===== config.mk =====
export PLATFORM = sky130hd
export DESIGN_NAME = multi_port_register_file
export DESIGN_NICKNAME = d
export VERILOG_FILES = /design/src/rtl/rf_pkg.sv /design/src/rtl/rf_operand_lookup.sv /design/src/rtl/multi_port_register_file.sv
export SDC_FILE = /design/constraint.sdc
export NUM_CORES = 2
export LEC_CHECK = 0
export ABC_CLOCK_PERIOD_IN_PS = 5700
export BUFFER_PORTS_ARGS = -buffer_cell sky130_fd_sc_hd__buf_4
export CORE_ASPECT_RATIO = 1.25
export CORE_MARGIN = 4
export CORE_UTILIZATION = 38
export CTS_BUF_LIST = sky130_fd_sc_hd__clkbuf_4 sky130_fd_sc_hd__clkbuf_8
export CTS_CLUSTER_DIAMETER = 60
export DETAILED_ROUTE_END_ITERATION = 8
export MAX_ROUTING_LAYER = met4
export PLACE_DENSITY_LB_ADDON = 0.05
export SLEW_MARGIN = 10
export SYNTH_ARGS = -nofsm -noshare
export SYNTH_HDL_FRONTEND = slang
export SYNTH_SLANG_ARGS = --single-unit

===== constraint.sdc =====
create_clock -name Sys_clk -period 5.7 [get_ports Sys_clk]
set_clock_uncertainty 0.1 [all_clocks]
set_input_delay 0.285 -clock Sys_clk [delete_from_list [all_inputs] [get_ports Sys_clk]]
set_output_delay 0.285 -clock Sys_clk [all_outputs]
set_load 0.03 [all_outputs]

===== src/rtl/rf_pkg.sv =====
// Shared widths, sentinel encodings and lookup result type for the register file.
// No logic of its own; constants and one helper used by the top and the lookup lanes.
// No flow control: pure type/constant package.
package rf_pkg;

  localparam int REG_WIDTH    = 5;
  localparam int REG_SIZE     = 1 << REG_WIDTH;
  localparam int EX_REG_WIDTH = 6;
  localparam int RoB_WIDTH    = 8;
  localparam int EX_RoB_WIDTH = RoB_WIDTH + 1;

  // "No register" and "no dependency" are the first out-of-range encodings.
  localparam logic [EX_REG_WIDTH-1:0] NON_REG = EX_REG_WIDTH'(REG_SIZE);
  localparam logic [EX_RoB_WIDTH-1:0] NON_DEP = EX_RoB_WIDTH'(1 << RoB_WIDTH);

  typedef struct packed {
    logic [EX_RoB_WIDTH-1:0] tag;
    logic [31:0]             value;
  } lookup_t;

  // True when the index names a writable architectural register (not x0, not NON_REG).
  function automatic logic is_arch_reg(input logic [EX_REG_WIDTH-1:0] r);
    return (r != NON_REG) && (r != '0);
  endfunction

endpackage


===== src/rtl/rf_operand_lookup.sv =====
// Resolves one source operand to a RoB tag or a ready value for one dispatch lane.
// Latency: purely combinational.
// Backpressure: none; the caller gates state updates with the global enable.
module rf_operand_lookup
  import rf_pkg::*;
#(
  parameter int OLDER    = 0,
  parameter int COMMIT_W = 2,
  parameter int OW       = (OLDER > 0) ? OLDER : 1
) (
  input  logic                         flush,
  input  logic [EX_REG_WIDTH-1:0]      src,
  input  logic [OW-1:0]                older_en,
  input  logic [OW*EX_REG_WIDTH-1:0]   older_rd,
  input  logic [OW*RoB_WIDTH-1:0]      older_tag,
  input  logic [COMMIT_W-1:0]          commit_en,
  input  logic [COMMIT_W*RoB_WIDTH-1:0] commit_idx,
  input  logic [COMMIT_W*EX_REG_WIDTH-1:0] commit_rd,
  input  logic [COMMIT_W*32-1:0]       commit_value,
  input  logic [EX_RoB_WIDTH-1:0]      dep_data,
  input  logic [31:0]                  reg_data,
  output lookup_t                      result
);

  logic                 fwd_hit;
  logic [RoB_WIDTH-1:0] fwd_tag;
  logic                 cm_hit;
  logic [31:0]          cm_val;

  // Priority resolution: flush, no-reg/x0, older-lane rename, commit bypass, file, pending tag.
  always_comb begin
    fwd_hit      = 1'b0;
    fwd_tag      = '0;
    cm_hit       = 1'b0;
    cm_val       = '0;
    result.tag   = NON_DEP;
    result.value = '0;

    // Later (younger) older-lanes overwrite earlier hits so the youngest producer wins.
    for (int i = 0; i < OW; i++) begin
      if ((i < OLDER) && older_en[i] && (older_rd[i*EX_REG_WIDTH +: EX_REG_WIDTH] == src)) begin
        fwd_hit = 1'b1;
        fwd_tag = older_tag[i*RoB_WIDTH +: RoB_WIDTH];
      end
    end

    // RoB indices are unique, so at most one commit lane can match the pending tag.
    for (int c = 0; c < COMMIT_W; c++) begin
      if (commit_en[c] && (commit_rd[c*EX_REG_WIDTH +: EX_REG_WIDTH] == src) &&
          (dep_data == {1'b0, commit_idx[c*RoB_WIDTH +: RoB_WIDTH]})) begin
        cm_hit = 1'b1;
        cm_val = commit_value[c*32 +: 32];
      end
    end

    if (flush || !is_arch_reg(src)) begin
      result.tag   = NON_DEP;
      result.value = '0;
    end else if (fwd_hit) begin
      result.tag = {1'b0, fwd_tag};
    end else if (cm_hit) begin
      result.value = cm_val;
    end else if (dep_data == NON_DEP) begin
      result.value = reg_data;
    end else begin
      result.tag = dep_data;
    end
  end

endmodule


===== src/rtl/multi_port_register_file.sv =====
// Architectural register file plus rename table for a multi-lane dispatcher and RoB commit.
// Latency: operand lookup combinational; state updates next edge; debug read 1 cycle.
// Backpressure: Sys_rdy=0 freezes registers and dependencies; the debug port keeps running.
module multi_port_register_file
  import rf_pkg::*;
#(
  parameter int DISPATCH_W = 2,
  parameter int COMMIT_W   = 2
) (
  input  logic                             Sys_clk,
  input  logic                             Sys_rst,
  input  logic                             Sys_rdy,
  input  logic [DISPATCH_W-1:0]            DPRF_en,
  input  logic [DISPATCH_W*EX_REG_WIDTH-1:0] DPRF_rs1,
  input  logic [DISPATCH_W*EX_REG_WIDTH-1:0] DPRF_rs2,
  input  logic [DISPATCH_W*EX_REG_WIDTH-1:0] DPRF_rd,
  input  logic [DISPATCH_W*RoB_WIDTH-1:0]  DPRF_RoB_index,
  output logic [DISPATCH_W*EX_RoB_WIDTH-1:0] RFDP_Qj,
  output logic [DISPATCH_W*EX_RoB_WIDTH-1:0] RFDP_Qk,
  output logic [DISPATCH_W*32-1:0]         RFDP_Vj,
  output logic [DISPATCH_W*32-1:0]         RFDP_Vk,
  input  logic                             RoBRF_flush,
  input  logic [COMMIT_W-1:0]              RoBRF_en,
  input  logic [COMMIT_W*RoB_WIDTH-1:0]    RoBRF_RoB_index,
  input  logic [COMMIT_W*EX_REG_WIDTH-1:0] RoBRF_rd,
  input  logic [COMMIT_W*32-1:0]           RoBRF_value,
  input  logic                             DBG_rd_en,
  input  logic [REG_WIDTH-1:0]             DBG_rd_addr,
  output logic                             DBG_rd_valid,
  output logic [31:0]                      DBG_rd_data
);

  logic [31:0]             registers  [REG_SIZE];
  logic [EX_RoB_WIDTH-1:0] dependency [REG_SIZE];

  for (genvar d = 0; d < DISPATCH_W; d++) begin : g_lane
    localparam int OW = (d > 0) ? d : 1;
    logic [EX_REG_WIDTH-1:0]    rs1, rs2;
    logic [OW-1:0]              o_en;
    logic [OW*EX_REG_WIDTH-1:0] o_rd;
    logic [OW*RoB_WIDTH-1:0]    o_tag;
    lookup_t                    res_j, res_k;

    assign rs1 = DPRF_rs1[d*EX_REG_WIDTH +: EX_REG_WIDTH];
    assign rs2 = DPRF_rs2[d*EX_REG_WIDTH +: EX_REG_WIDTH];

    if (d > 0) begin : g_older
      assign o_en  = DPRF_en[d-1:0];
      assign o_rd  = DPRF_rd[d*EX_REG_WIDTH-1:0];
      assign o_tag = DPRF_RoB_index[d*RoB_WIDTH-1:0];
    end else begin : g_oldest
      assign o_en  = '0;
      assign o_rd  = '0;
      assign o_tag = '0;
    end

    rf_operand_lookup #(.OLDER(d), .COMMIT_W(COMMIT_W), .OW(OW)) u_j (
      .flush       (RoBRF_flush),
      .src         (rs1),
      .older_en    (o_en),
      .older_rd    (o_rd),
      .older_tag   (o_tag),
      .commit_en   (RoBRF_en),
      .commit_idx  (RoBRF_RoB_index),
      .commit_rd   (RoBRF_rd),
      .commit_value(RoBRF_value),
      .dep_data    (dependency[rs1[REG_WIDTH-1:0]]),
      .reg_data    (registers[rs1[REG_WIDTH-1:0]]),
      .result      (res_j)
    );

    rf_operand_lookup #(.OLDER(d), .COMMIT_W(COMMIT_W), .OW(OW)) u_k (
      .flush       (RoBRF_flush),
      .src         (rs2),
      .older_en    (o_en),
      .older_rd    (o_rd),
      .older_tag   (o_tag),
      .commit_en   (RoBRF_en),
      .commit_idx  (RoBRF_RoB_index),
      .commit_rd   (RoBRF_rd),
      .commit_value(RoBRF_value),
      .dep_data    (dependency[rs2[REG_WIDTH-1:0]]),
      .reg_data    (registers[rs2[REG_WIDTH-1:0]]),
      .result      (res_k)
    );

    assign RFDP_Qj[d*EX_RoB_WIDTH +: EX_RoB_WIDTH] = res_j.tag;
    assign RFDP_Vj[d*32 +: 32]                     = res_j.value;
    assign RFDP_Qk[d*EX_RoB_WIDTH +: EX_RoB_WIDTH] = res_k.tag;
    assign RFDP_Vk[d*32 +: 32]                     = res_k.value;
  end

  // Architectural state update: commits write values, then clears, then dispatch renames.
  // Statement order sets priority: higher lanes override lower, and a dispatch to the
  // same rd overrides a commit clear, which is exactly "clear only if no dispatch targets rd".
  always_ff @(posedge Sys_clk) begin
    if (Sys_rst) begin
      for (int r = 0; r < REG_SIZE; r++) begin
        registers[r]  <= '0;
        dependency[r] <= NON_DEP;
      end
    end else if (Sys_rdy) begin
      for (int c = 0; c < COMMIT_W; c++) begin
        if (RoBRF_en[c] && is_arch_reg(RoBRF_rd[c*EX_REG_WIDTH +: EX_REG_WIDTH])) begin
          registers[RoBRF_rd[c*EX_REG_WIDTH +: REG_WIDTH]] <= RoBRF_value[c*32 +: 32];
        end
      end
      if (RoBRF_flush) begin
        for (int r = 0; r < REG_SIZE; r++) begin
          dependency[r] <= NON_DEP;
        end
      end else begin
        for (int c = 0; c < COMMIT_W; c++) begin
          if (RoBRF_en[c] && is_arch_reg(RoBRF_rd[c*EX_REG_WIDTH +: EX_REG_WIDTH]) &&
              (dependency[RoBRF_rd[c*EX_REG_WIDTH +: REG_WIDTH]] ==
               {1'b0, RoBRF_RoB_index[c*RoB_WIDTH +: RoB_WIDTH]})) begin
            dependency[RoBRF_rd[c*EX_REG_WIDTH +: REG_WIDTH]] <= NON_DEP;
          end
        end
        for (int d = 0; d < DISPATCH_W; d++) begin
          if (DPRF_en[d] && is_arch_reg(DPRF_rd[d*EX_REG_WIDTH +: EX_REG_WIDTH])) begin
            dependency[DPRF_rd[d*EX_REG_WIDTH +: REG_WIDTH]] <=
              {1'b0, DPRF_RoB_index[d*RoB_WIDTH +: RoB_WIDTH]};
          end
        end
      end
    end
  end

  // Debug read: samples the file before this edge's commits land; ignores Sys_rdy.
  always_ff @(posedge Sys_clk) begin
    if (Sys_rst) begin
      DBG_rd_valid <= 1'b0;
      DBG_rd_data  <= '0;
    end else begin
      DBG_rd_valid <= DBG_rd_en;
      if (DBG_rd_en) begin
        DBG_rd_data <= registers[DBG_rd_addr];
      end
    end
  end

endmodule

==> impl_metrics.env <==
export IMPL_yosys_warnings=0
export IMPL_core_mm2=0.303
export IMPL_ir_drop_uv=186
export IMPL_rows=226
export IMPL_avgSynthCellArea_um2=13.8
export IMPL_avgRoutedWirePerCell_um=55.0
export IMPL_post_route_util=0.438
export IMPL_drc=0
export IMPL_min_period_ns=5.76
export IMPL_grt_max_degree=103
export IMPL_synthArstFlopShare=0
export IMPL_yosysUniqueCellTypes=83
export IMPL_hpwl_um=432000
export IMPL_clk_pin_slew_ns=0.06
export IMPL_die_h_um=625
export IMPL_ant_nets=0
export IMPL_grt_pass1_vias=96970
export IMPL_crit_fanout=24
export IMPL_cp_required_ns=5.32
export IMPL_p_leak_nw=43.6
export IMPL_layout_cells_most_common_list="1966 x mux4_2, 1280 x edfxtp_1, 1026 x a22o_1"
export IMPL_cts_tree="built"
export IMPL_layout_setup_ws_ns=-0.0565
export IMPL_rsz0062_at_grt="false"
export IMPL_overflow=0
export IMPL_die_x_um=501
export IMPL_vias=100916
export IMPL_grtUsageTotal=0.453
export IMPL_cp_arrival_ns=5.37
export IMPL_cap_violations=0
export IMPL_syn_area_mm2=0.116
export IMPL_tightest_slew_ns=1.33
export IMPL_clock_sinks=1345
export IMPL_finalSetupViolCount=4
export IMPL_drive_above_1_share=0.421
export IMPL_via_per_inst=7.90
export IMPL_finalCritPeriodShare=1.01
export IMPL_cts_htree_levels=5
export IMPL_failed_checks="negative setup slack"
export IMPL_cp_end_kind="primary output"
export IMPL_slew_viol_final=0
export IMPL_wirelength_um=702000
export IMPL_pre_cts_ws_ns=0.144
export IMPL_clock_latency_ns=1.03
export IMPL_io_pin_count=355
export IMPL_antenna_found_initial=51
export IMPL_grt_pass1_wl_um=920000
export IMPL_cp_start_kind="register"
export IMPL_synthToLayoutAreaGrowth_pct=14.7
export IMPL_synth_seq_cells=1345
export IMPL_firstDrtPassIters=7
export IMPL_ys_seq_area_frac=0.344
export IMPL_n_fill_cell=27314
export IMPL_regArea_mm2=0.0397
export IMPL_min_path_type="in -> reg"
export IMPL_multiInputGateArea_mm2=0.0717
export IMPL_criticalPathCategory="reg -> out"
export IMPL_globalplace_congestion=1.07
export IMPL_cts_buffers=280
export IMPL_synth_edf_count=1280
export IMPL_final_common_cell="mux4_2"
export IMPL_power_density_mw_per_mm2=240
export IMPL_cts_root_buf="clkbuf_8"
export IMPL_hold_viol=0
export IMPL_fmax_mhz=174
export IMPL_final_nets=8684
export IMPL_synthCells=8351
export IMPL_port_buffers=353
export IMPL_slew_headroom=0.114
export IMPL_start_util=0.381
export IMPL_synthFlopType="edfxtp_1"
export IMPL_status="finished, violations left"
export IMPL_initialDrtViolationCount=17061
export IMPL_die_area_mm2=0.313
export IMPL_cts_buffer_depth=4
## timing repair
action,in CTS,in global routing
cloned,1,0
endpoints found under the setup margin,38,44
buffers inserted,10,21
hold endpoints to repair,1318,0
pin swaps,5,2
gates resized for setup,15,5
hold buffers,141,0
## critical path, stage by stage (launching register included)
cell and delay (ns):
dfxtp_1 0.39, mux4_2 0.48, nor2b_1 0.15, a2111oi_1 0.64, a211oi_1 0.29, buf_4 0.23, or4_1 0.60, nor4_4 0.26
buf_12 0.36, a221oi_2 0.15, nor2_2 0.35, buf_4 0.22, buf_4 0.16
## through the flow
stage	instances	cell area (um2)	hold WS (ns)	total power [W]	setup TNS [ns]
2_1_floorplan	8390	116000	0.364	0.0169	0
3_5_place_dp	12061	125000	0.380	0.0202	0
4_1_cts	12703	132000	0.0121	0.0316	0
5_1_grt	12762	133000	0.0684	0.0324	0
6_report	12782	133000	0.0574	0.0319	-0.103
3_3_place_gp	12061	125000	0.375	0.0201	0
## cell usage after synthesis (all sizes together) (6+ instances only)
cell	count	area share
a211oi	56	0.0037
a21boi	16	0.0010
a21oi	54	0.0023
a221oi	62	0.0063
a22o	1026	0.078
a22oi	123	0.0080
a31oi	22	0.0012
and2	12	0.00065
and3	10	0.00058
and3b	6	0.00045
buf	432	0.019
clkbuf	790	0.026
dfxtp	65	0.011
edfxtp	1280	0.33
inv	26	0.00084
mux2	109	0.011
mux2i	256	0.022
mux4	1969	0.38
nand2	636	0.021
nand2b	21	0.0011
nand3	146	0.0063
nand3b	11	0.00071
nand4	73	0.0040
nor2	280	0.0091
nor2b	39	0.0021
nor3	84	0.0038
nor3b	14	0.00091
nor4	19	0.0018
nor4b	7	0.00058
o211ai	29	0.0019
o21a	41	0.0027
o21ai	305	0.013
o21bai	15	0.0010
o221ai	41	0.0031
o22ai	12	0.00065
or3	65	0.0035
or4	13	0.00084
xnor2	71	0.0054
xor2	61	0.0046
## flip-flops by register name, indices dropped and copies added, names as in the netlist
| signal | count |
|---|---|
| DBG_rd_data | 32 |
| registers | 1024 |
| dependency | 288 |
| DBG_rd_valid | 1 |
## final timing paths
check	startpoint	end	slack (ns)	depth (start not counted)
setup / recovery	dependency[3][8]	RFDP_Vk[35]	-0.06	12
hold / removal	DPRF_rd[8]	dependency[5][1]	0.06	5
setup reg to reg	dependency[20][3]	dependency[27][1]	0.90	10
hold reg to reg	DBG_rd_data[21]	DBG_rd_data[21]	0.39	2
## report_power, final
part	switching, W	internal, W	leakage, nW	total [W]
combinational	0.00463	0.00351	27.7	0.00814
clock	0.00514	0.00634	3.03	0.0115
sequential	0.000831	0.0114	12.9	0.0123
total	0.0106	0.0213	43.6	0.0319
## metal layers
metal  vias up  track usage  wire length, um
met5         -            -                0
met4         0        0.394            75300
met3      2818        0.151            87400
met2      9583        0.649           310000
met1     52450        0.505           230000
li1      36065            -                -
## layout make-up
type | instances | area share
clock inverter | 102 | 0.00780
clock buffer | 388 | 0.0358
sequential | 1345 | 0.300
antenna | 58 | 0.00109
timing repair buffer | 1075 | 0.0769
inverter | 26 | 0.000811
tap | 3990 | 0.0376
multi-input combinational | 5798 | 0.540
## cell families (layout without fill, tap and decap cells)
| group | Yosys count | in the layout | share of synthesized area |
|---|---|---|---|
| xor gates and xnor gates | 132 | 132 | 0.0100 |
| muxes | 2334 | 2334 | 0.417 |
| other | 1 | 98 | 0.0000324 |
| DFF | 1345 | 1345 | 0.344 |
| and+or+nand+nor | 1453 | 1454 | 0.0584 |
| AOI/OAI and AO/OA | 1838 | 1838 | 0.126 |
| buffers and inverters | 1248 | 1591 | 0.0452 |
Power figures use the tool's default switching activity.
